[config.mk]
export PLATFORM = sky130hd
export DESIGN_NAME = decoder_grant_arbiter_flat
export DESIGN_NICKNAME = d
export VERILOG_FILES = /design/src/rtl/decoder_grant_arbiter_if.sv /design/src/rtl/decoder_grant_arbiter.sv /design/src/flat_wrapper.sv
export SDC_FILE = /design/constraint.sdc
export NUM_CORES = 1
export LEC_CHECK = 0
export CORE_MARGIN = 5
export CORE_UTILIZATION = 59
export CTS_CLUSTER_DIAMETER = 120
export DETAILED_ROUTE_END_ITERATION = 6
export PLACE_DENSITY = 0.84
export RECOVER_POWER = 25
export SYNTH_ARGS = -nofsm -noshare
export SYNTH_HDL_FRONTEND = slang
export SYNTH_SLANG_ARGS = --single-unit
[constraint.sdc]
create_clock -name clk -period 5.9 [get_ports clk]
set_clock_uncertainty 0.1 [all_clocks]
set_input_delay 1.18 -clock clk [delete_from_list [all_inputs] [get_ports clk]]
set_output_delay 1.18 -clock clk [all_outputs]
set_load 0.05 [all_outputs]
[src/rtl/decoder_grant_arbiter_if.sv]
// Requester/decoder handshake bundle for decoder_grant_arbiter.
// Latency: n/a (wiring only). Backpressure: none; grants are held until done, request drop or timeout.
// Ports: req/done from requesters; grant_en/grant_idx/grant/timeout/busy toward the select decoder.
interface decoder_grant_arbiter_if;
  logic [15:0] req;
  logic        done;
  logic        grant_en;
  logic [3:0]  grant_idx;
  logic [15:0] grant;
  logic        timeout;
  logic        busy;

  // Requester side drives req/done and observes the grant.
  modport master (
    output req, done,
    input  grant_en, grant_idx, grant, timeout, busy
  );

  // Arbiter side.
  modport slave (
    input  req, done,
    output grant_en, grant_idx, grant, timeout, busy
  );
endinterface

[src/rtl/decoder_grant_arbiter.sv]
// Round-robin arbiter sharing one 4-to-16 one-hot select among 16 requesters.
// Latency: grant visible one cycle after req is sampled in IDLE/GAP; one dead GAP cycle between owners.
// Backpressure: owner holds until done, its req drops, or MAX_HOLD cycles elapse (timeout pulse).
// Ports: clk, rst_n (async active-low), bus (slave modport: req, done in; grant_en, grant_idx,
//        grant, timeout, busy out). All outputs are registered.
module decoder_grant_arbiter #(
  parameter int unsigned MAX_HOLD = 255
) (
  input  logic                   clk,
  input  logic                   rst_n,
  decoder_grant_arbiter_if.slave bus
);

  // Last counter value allowed before a forced release.
  localparam logic [7:0] HOLD_LAST = 8'(MAX_HOLD - 1);

  typedef enum logic [1:0] {
    IDLE  = 2'd0,
    GRANT = 2'd1,
    GAP   = 2'd2
  } state_t;

  state_t      state;
  logic [3:0]  ptr;
  logic [7:0]  hold_cnt;
  logic        grant_en_q;
  logic [3:0]  grant_idx_q;
  logic [15:0] grant_q;
  logic        timeout_q;
  logic        busy_q;

  // Rotating search starting at ptr+1. Iterating from the far end down lets the
  // closest set bit overwrite earlier hits; offset 16 wraps to ptr itself, so the
  // previous owner is considered last.
  logic        win_vld;
  logic [3:0]  win_idx;
  logic [3:0]  cand;

  always_comb begin
    win_vld = 1'b0;
    win_idx = ptr;
    cand    = '0;
    for (int i = 16; i >= 1; i--) begin
      cand = ptr + 4'(i);
      if (bus.req[cand]) begin
        win_vld = 1'b1;
        win_idx = cand;
      end
    end
  end

  logic owner_req;
  logic hold_expired;

  assign owner_req    = bus.req[grant_idx_q];
  assign hold_expired = (hold_cnt == HOLD_LAST);

  always_ff @(posedge clk or negedge rst_n) begin
    if (!rst_n) begin
      state       <= IDLE;
      ptr         <= 4'd15;
      hold_cnt    <= '0;
      grant_en_q  <= 1'b0;
      grant_idx_q <= '0;
      grant_q     <= '0;
      timeout_q   <= 1'b0;
      busy_q      <= 1'b0;
    end else begin
      timeout_q <= 1'b0;
      case (state)
        IDLE, GAP: begin
          if (win_vld) begin
            state       <= GRANT;
            ptr         <= win_idx;
            grant_idx_q <= win_idx;
            grant_en_q  <= 1'b1;
            grant_q     <= 16'(1) << win_idx;
            hold_cnt    <= '0;
            busy_q      <= 1'b1;
          end else begin
            state      <= IDLE;
            grant_en_q <= 1'b0;
            grant_q    <= '0;
            busy_q     <= 1'b0;
          end
        end
        GRANT: begin
          if (bus.done || !owner_req || hold_expired) begin
            state      <= GAP;
            grant_en_q <= 1'b0;
            grant_q    <= '0;
            busy_q     <= 1'b1;
            // Explicit or implicit release takes precedence over the timeout.
            timeout_q  <= hold_expired && !bus.done && owner_req;
          end else if (hold_cnt != 8'hFF) begin
            hold_cnt <= hold_cnt + 8'd1;
          end
        end
        default: begin
          state      <= IDLE;
          grant_en_q <= 1'b0;
          grant_q    <= '0;
          busy_q     <= 1'b0;
        end
      endcase
    end
  end

  assign bus.grant_en  = grant_en_q;
  assign bus.grant_idx = grant_idx_q;
  assign bus.grant     = grant_q;
  assign bus.timeout   = timeout_q;
  assign bus.busy      = busy_q;

endmodule

[src/flat_wrapper.sv]
// flat-port wrapper written by rule: the top's interface ports become plain ports
module decoder_grant_arbiter_flat 
#(
  parameter int unsigned MAX_HOLD = 255
)
  (clk, rst_n, bus_req, bus_done, bus_grant_en, bus_grant_idx, bus_grant, bus_timeout, bus_busy);
  decoder_grant_arbiter_if bus_i ();
  input  logic clk;
  input  logic rst_n;
  input wire logic [$bits(bus_i.req)-1:0] bus_req;
  input wire logic [$bits(bus_i.done)-1:0] bus_done;
  output wire logic [$bits(bus_i.grant_en)-1:0] bus_grant_en;
  output wire logic [$bits(bus_i.grant_idx)-1:0] bus_grant_idx;
  output wire logic [$bits(bus_i.grant)-1:0] bus_grant;
  output wire logic [$bits(bus_i.timeout)-1:0] bus_timeout;
  output wire logic [$bits(bus_i.busy)-1:0] bus_busy;
  assign bus_i.req = bus_req;
  assign bus_i.done = bus_done;
  assign bus_grant_en = bus_i.grant_en;
  assign bus_grant_idx = bus_i.grant_idx;
  assign bus_grant = bus_i.grant;
  assign bus_timeout = bus_i.timeout;
  assign bus_busy = bus_i.busy;
  decoder_grant_arbiter #(.MAX_HOLD(MAX_HOLD)) u_core (.clk(clk), .rst_n(rst_n), .bus(bus_i));
endmodule
# After elaboration in Yosys (flattened, before gate mapping)
# Cells that the tools add are included.
dict set report classes {
  n_addsub 16
  order_cmp 17
  eq_ne 8
  n_shift 1
  n_mux 82
  n_reduce_logical 11
}
# op n
set op_table {}
lappend op_table {{$lt A4 B5 Y1 const B} 17}
lappend op_table {{$bmux W1 S4} 17}
lappend op_table {{$mux W4} 15}
lappend op_table {{$mux W1} 39}
lappend op_table {{$add A4 B4 Y4 const B} 8}
lappend op_table {{$mux W16} 2}
lappend op_table {{$pmux W16 S2} 1}
lappend op_table {{$mux W8} 3}
lappend op_table {{$add A4 B3 Y4 const B} 4}
lappend op_table {{$pmux W8 S2} 1}
lappend op_table {{$shl A1 B4 Y16 const A} 1}
lappend op_table {{$add A4 B2 Y4 const B} 2}
lappend op_table {{$add A8 B1 Y8 const B} 1}
lappend op_table {{$eq A8 B8 Y1 const B} 1}
lappend op_table {{$ne A8 B8 Y1 const B} 1}
lappend op_table {{$ne A2 B1 Y1 const B} 3}
lappend op_table {{$add A4 B1 Y4 const B} 1}
lappend op_table {{$pmux W1 S2} 2}
lappend op_table {{$pmux W2 S2} 1}
lappend op_table {{$reduce_and A4 Y1} 1}
lappend op_table {{$eq A2 B1 Y1 const B} 1}
lappend op_table {{$eq A2 B2 Y1 const B} 1}
lappend op_table {{$logic_and A1 B1 Y1} 2}
lappend op_table {{$logic_not A1 Y1} 2}
lappend op_table {{other kinds (7)} 8}
dict set report word_totals {
  regBits 37
  in_bits 19
  out_inout_bits 23
  elab_cells 143
}

# Longest topological paths before layout
dict set report logic_depth {
  word_depth 21
  mapped_depth 17
}

# Worst setup path after synthesis
# OpenSTA, ideal clock, no wires.
dict set report synth_path {
  path_kind {register -> register}
  start {reg u_core.ptr[1]}
  end {reg u_core.grant_q[10] (netlist: u_core.bus.grant[10])}
  setup_time_ns 0.104
  arrival_ns 4.312
  required_time_ns 5.696
  path_slack_ns 1.385
  path_stages_with_launch 16
  period_less_slack_ns 4.515
  cell_sequence {dfstp_2 buf_2 buf_2 buf_2 inv_1 ha_1 buf_4 mux2_2 mux4_2 mux2_4 o21a_1 o2111a_1 mux2_4 or2_1 buf_6 o41ai_2}
}
dict set report synth_between {
  elab_chain_cells 21
}
# item line
set synth_lines {}
lappend synth_lines {{start, declared} decoder_grant_arbiter.sv:24} ;# logic [3:0] ptr;
lappend synth_lines {{start signal, assigned} decoder_grant_arbiter.sv:74} ;# ptr <= win_idx;
lappend synth_lines {{$add A4 B4 Y4} decoder_grant_arbiter.sv:44} ;# cand = ptr + 4'(i);
lappend synth_lines {{$bmux W1 S4} decoder_grant_arbiter.sv:45} ;# if (bus.req[cand]) begin
lappend synth_lines {{$mux W1 (implied by the code)} decoder_grant_arbiter.sv:45}
lappend synth_lines {{$mux W4 (15 in a row)} decoder_grant_arbiter.sv:45}
lappend synth_lines {{$shl A1 B4 Y16} decoder_grant_arbiter.sv:77} ;# grant_q <= 16'(1) << win_idx;
lappend synth_lines {{$mux W16 *} decoder_grant_arbiter.sv:72} ;# if (win_vld) begin
lappend synth_lines {{$pmux W16 S2 *} decoder_grant_arbiter.sv:70} ;# case (state)
lappend synth_lines {{end signal, assigned} decoder_grant_arbiter.sv:77}
lappend synth_lines {{end, declared} decoder_grant_arbiter.sv:28} ;# logic [15:0] grant_q;
# Every way passes the cells marked *; elsewhere a longest branch is shown, timed or not. The select of a mux whose other input is x is not followed.
# A chain may end at the register's enable or synchronous reset.

# Worst setup path in the final report
dict set report layout_path {
  start {reg u_core.ptr[1]}
  end {reg u_core.grant_q[9] (netlist: u_core.bus.grant[9])}
}
# The elaborated chain is that of the path after synthesis.

==> flow_summary.yaml <==
outcome:
  violations: "max-capacitance violations, max-slew violations"
  status: "finished, violations left"
floorplan:
  row_count: 30
  io_pins: 42
  design.die.area_mm2: 0.00889
  core_area_mm2: 0.00687
  start_util_pct: 61.0
  fp.dieW_um: 94.3
  die-height_um: 94.3
detailed_routing:
  first_iter_violations: 384
  ant_nets: 0
  drc: 0
  wl_per_cell_um: 21.2
  wirelength_um: 11600
  via_per_inst: 6.98
  vias: 3799
  firstDrtPassIters: 5
hold_path:
  hold_path_class: "reg2reg"
  whs_path_depth: 2
  hold_path_end: "u_core.bus.grant[11]$_DFFE_PN0P_"
  hp-start: "u_core.bus.grant[11]$_DFFE_PN0P_"
place:
  dp.final_hpwl_um: 8430
  gp_congestion: 1.01
  portBuffers: 41
  place_area_mm2: 0.00461
cells_and_area:
  antenna_cells: 0
  layout.nets: 475
  fin_util_pct: 68.7
  design_area_mm2: 0.00472
  fill_cells: 518
  drive_above_1_share_pct: 20.1
  synthToLayoutAreaGrowth_pct: 12.6
job:
  drv_cap: 1
timing:
  drv_slew: 38
  finalSetupTns_ns: 0
  rsz0062_at_grt: "no"
  fmax_mhz: 207
  max-slew-margin-rel_pct: -29.8
  setup_viol: 0
  min_period_over_period_pct: 81.8
  period_minus_slack_ns: 4.83
  tightest_slew_ns: 1.95
  final-hold-violation-count: 0
synthesis:
  syn_area_per_cell_um2: 9.98
  synth_cells: 420
  yosys.area.top_type: "dfrtp_1"
  postSynth.asyncResetShare_pct: 100
  ys_seq_area_share_pct: 22.2
  synth_nets: 448
  yosys_warnings: 0
  synth_edf_count: 0
  synthTopCellsByArea: "dfrtp_1 (20%), mux4_2 (17%), mux2i_1 (7.2%)"
  ys_ff_latch: 37
  syn_area_mm2: 0.00419
  synthFlopType: "dfrtp_1"
  ys_types: 70
  synth.top_cell.area_share_pct: 19.7
global_routing:
  grt_max_degree: 38
  grt_pass1_wl_um: 19400
  grt.total_usage_pct: 27.5
  antenna_found_initial: 0
  grt_pass1_vias: 3742
  overflow: 0
clock_tree:
  clk_pin_slew_ns: 0.07
  cts_buffers: 5
  clock_latency_ns: 0.29
  htreeDepth: 2
  cts_tree: "built"
  cts_hold_buf: 0
  ctsResizeCount: 0
  cts.sinks: 37
  cts_setup_buffers: 0
  clockBufferDepth: 2
  cts_root_buf: "clkbuf_8"
setup_path:
  cp-start-kind: "flip-flop"
  rr_startpoint: "u_core.ptr[1]$_DFFE_PN1P_"
  crit_top_cell: "a2111oi_0"
  max_stage_delay_ns: 0.91
  cp.arrival_ns: 4.90
  path_cells: "inv_1, ha_1, mux4_2, mux2i_1, nor2_1, a2111oi_0, a2111oi_0, o22ai_1, nand2b_1, o41ai_1"
  critical-path-slowest-cell: "ha_1"
  path_class: "reg2reg"
  rrSetupSlack_ns: 1.07
  cp-end-kind: "flip-flop"
  crit_required_ns: 5.98
  reg2reg_to: "u_core.bus.grant[9]$_DFFE_PN0P_"
  cp_max_fo: 21
  r2r_cells: 10
==> area by class of cell <==
cell class / count / area, µm² / share of cell area (%)
Inverter: 10 / 37.5 / 0.795
Sequential cell: 37 / 931 / 19.7
Clock inverter: 2 / 38.8 / 0.822
Tap cell: 96 / 120 / 2.55
Timing Repair Buffer: 46 / 442 / 9.36
Multi-Input combinational cell: 347 / 3080 / 65.2
Clock buffer: 6 / 72.6 / 1.54
==> sequential cells by signal, summed over array words and instances, names as in the netlist <==
signal	flops
u_core.bus.busy	1
u_core.ptr	4
u_core.state	2
u_core.bus.grant_idx	4
u_core.hold_cnt	8
u_core.bus.timeout	1
u_core.bus.grant	16
u_core.bus.grant_en	1
==> critical path, delay by kind of cell, from the launching register on <==
kind                       cells  cell delay [ns]
muxes                          2             0.90
and+or+nand+nor                2             0.48
DFF                            1             0.53
AOI/OAI and AO/OA              4             1.65
buffers and inverters          1             0.15
adders and majority gates      1             0.91
==> worst max-delay path by stage <==
stage	from	to	slack [ns]
2_1_floorplan	u_core.ptr[1]$_DFFE_PN1P_	u_core.bus.grant[10]$_DFFE_PN0P_	1.38
5_1_grt	u_core.ptr[1]$_DFFE_PN1P_	u_core.bus.grant[1]$_DFFE_PN0P_	0.74
3_5_place_dp	bus_req[7]	u_core.bus.grant[13]$_DFFE_PN0P_	1.01
6_report	u_core.ptr[1]$_DFFE_PN1P_	u_core.bus.grant[9]$_DFFE_PN0P_	1.07
3_3_place_gp	bus_req[14]	u_core.bus.grant[1]$_DFFE_PN0P_	1.15
4_1_cts	u_core.ptr[1]$_DFFE_PN1P_	u_core.bus.grant[3]$_DFFE_PN0P_	1.15
==> cell usage after synthesis (3+ instances only) <==
master / number
a21oi_1: 15
o21a_1: 4
mux2_2: 22
mux2_4: 3
o21ai_0: 15
o41ai_1: 8
a211oi_1: 5
clkbuf_1: 11
nor2b_1: 4
and3_1: 7
buf_2: 10
dfstp_2: 4
xnor2_1: 10
ha_1: 9
mux4_2: 31
mux2i_1: 30
inv_1: 7
a221oi_1: 3
or4b_1: 6
xor2_1: 3
nand3_1: 9
or2_2: 3
nand2b_1: 3
dfrtp_1: 33
nand4_1: 6
nor2_1: 19
o41ai_2: 8
a311o_1: 3
and2_1: 3
nor3_1: 4
o22ai_1: 7
nand2_1: 52
o211ai_1: 11
==> cell usage in the layout (no fill, tap or decap), types with 5 or more instances in the layout <==
cell and n:
o41ai_2 8, inv_1 7, buf_4 5, a211oi_1 5, ha_1 9, o41ai_1 8
mux2_2 22, and3_1 7, mux4_2 31, nand2_1 52, a21oi_1 15, o21ai_0 15
o22ai_1 7, mux2i_1 30, or4b_1 6, clkdlybuf4s50_1 40, clkbuf_8 5, o211ai_1 11
xnor2_1 10, nand4_1 6, nor2_1 19, dfrtp_1 33, nand3_1 9
==> through the flow <==
step,setup WS (ns),hold slack (ns),instances
CTS,1.15,0.391,544
detailed placement,1.01,0.359,536
floorplan,1.38,0.389,420
global route,0.735,0.416,544
finish,1.07,0.390,544
global placement,1.15,0.364,536
==> per-layer routing <==
| layer | part of all wire (%) | vias to the layer above | GRT usage [%] |
|---|---|---|---|
| met5 | 0 | - | 0 |
| met4 | 1.8 | 0 | 7.46 |
| met3 | 8.8 | 25 | 7.45 |
| met2 | 45 | 197 | 40.5 |
| met1 | 44 | 1854 | 39.7 |
| li1 | - | 1723 | - |
==> kinds of logic (layout without fill, tap and decap cells) <==
family,Yosys count,count (layout),synth area share [%]
and+or+nand+nor,128,128,15.8
AOI/OAI and AO/OA,108,108,20.2
muxes,89,89,32.0
DFF,37,37,22.2
buffers and inverters,36,64,4.36
xor gates and xnor gates,13,13,2.72
adders and majority gates,9,9,2.69
Power is not shown: default switching activity piles up to over one toggle a cycle in this logic, so the estimate is an artifact.
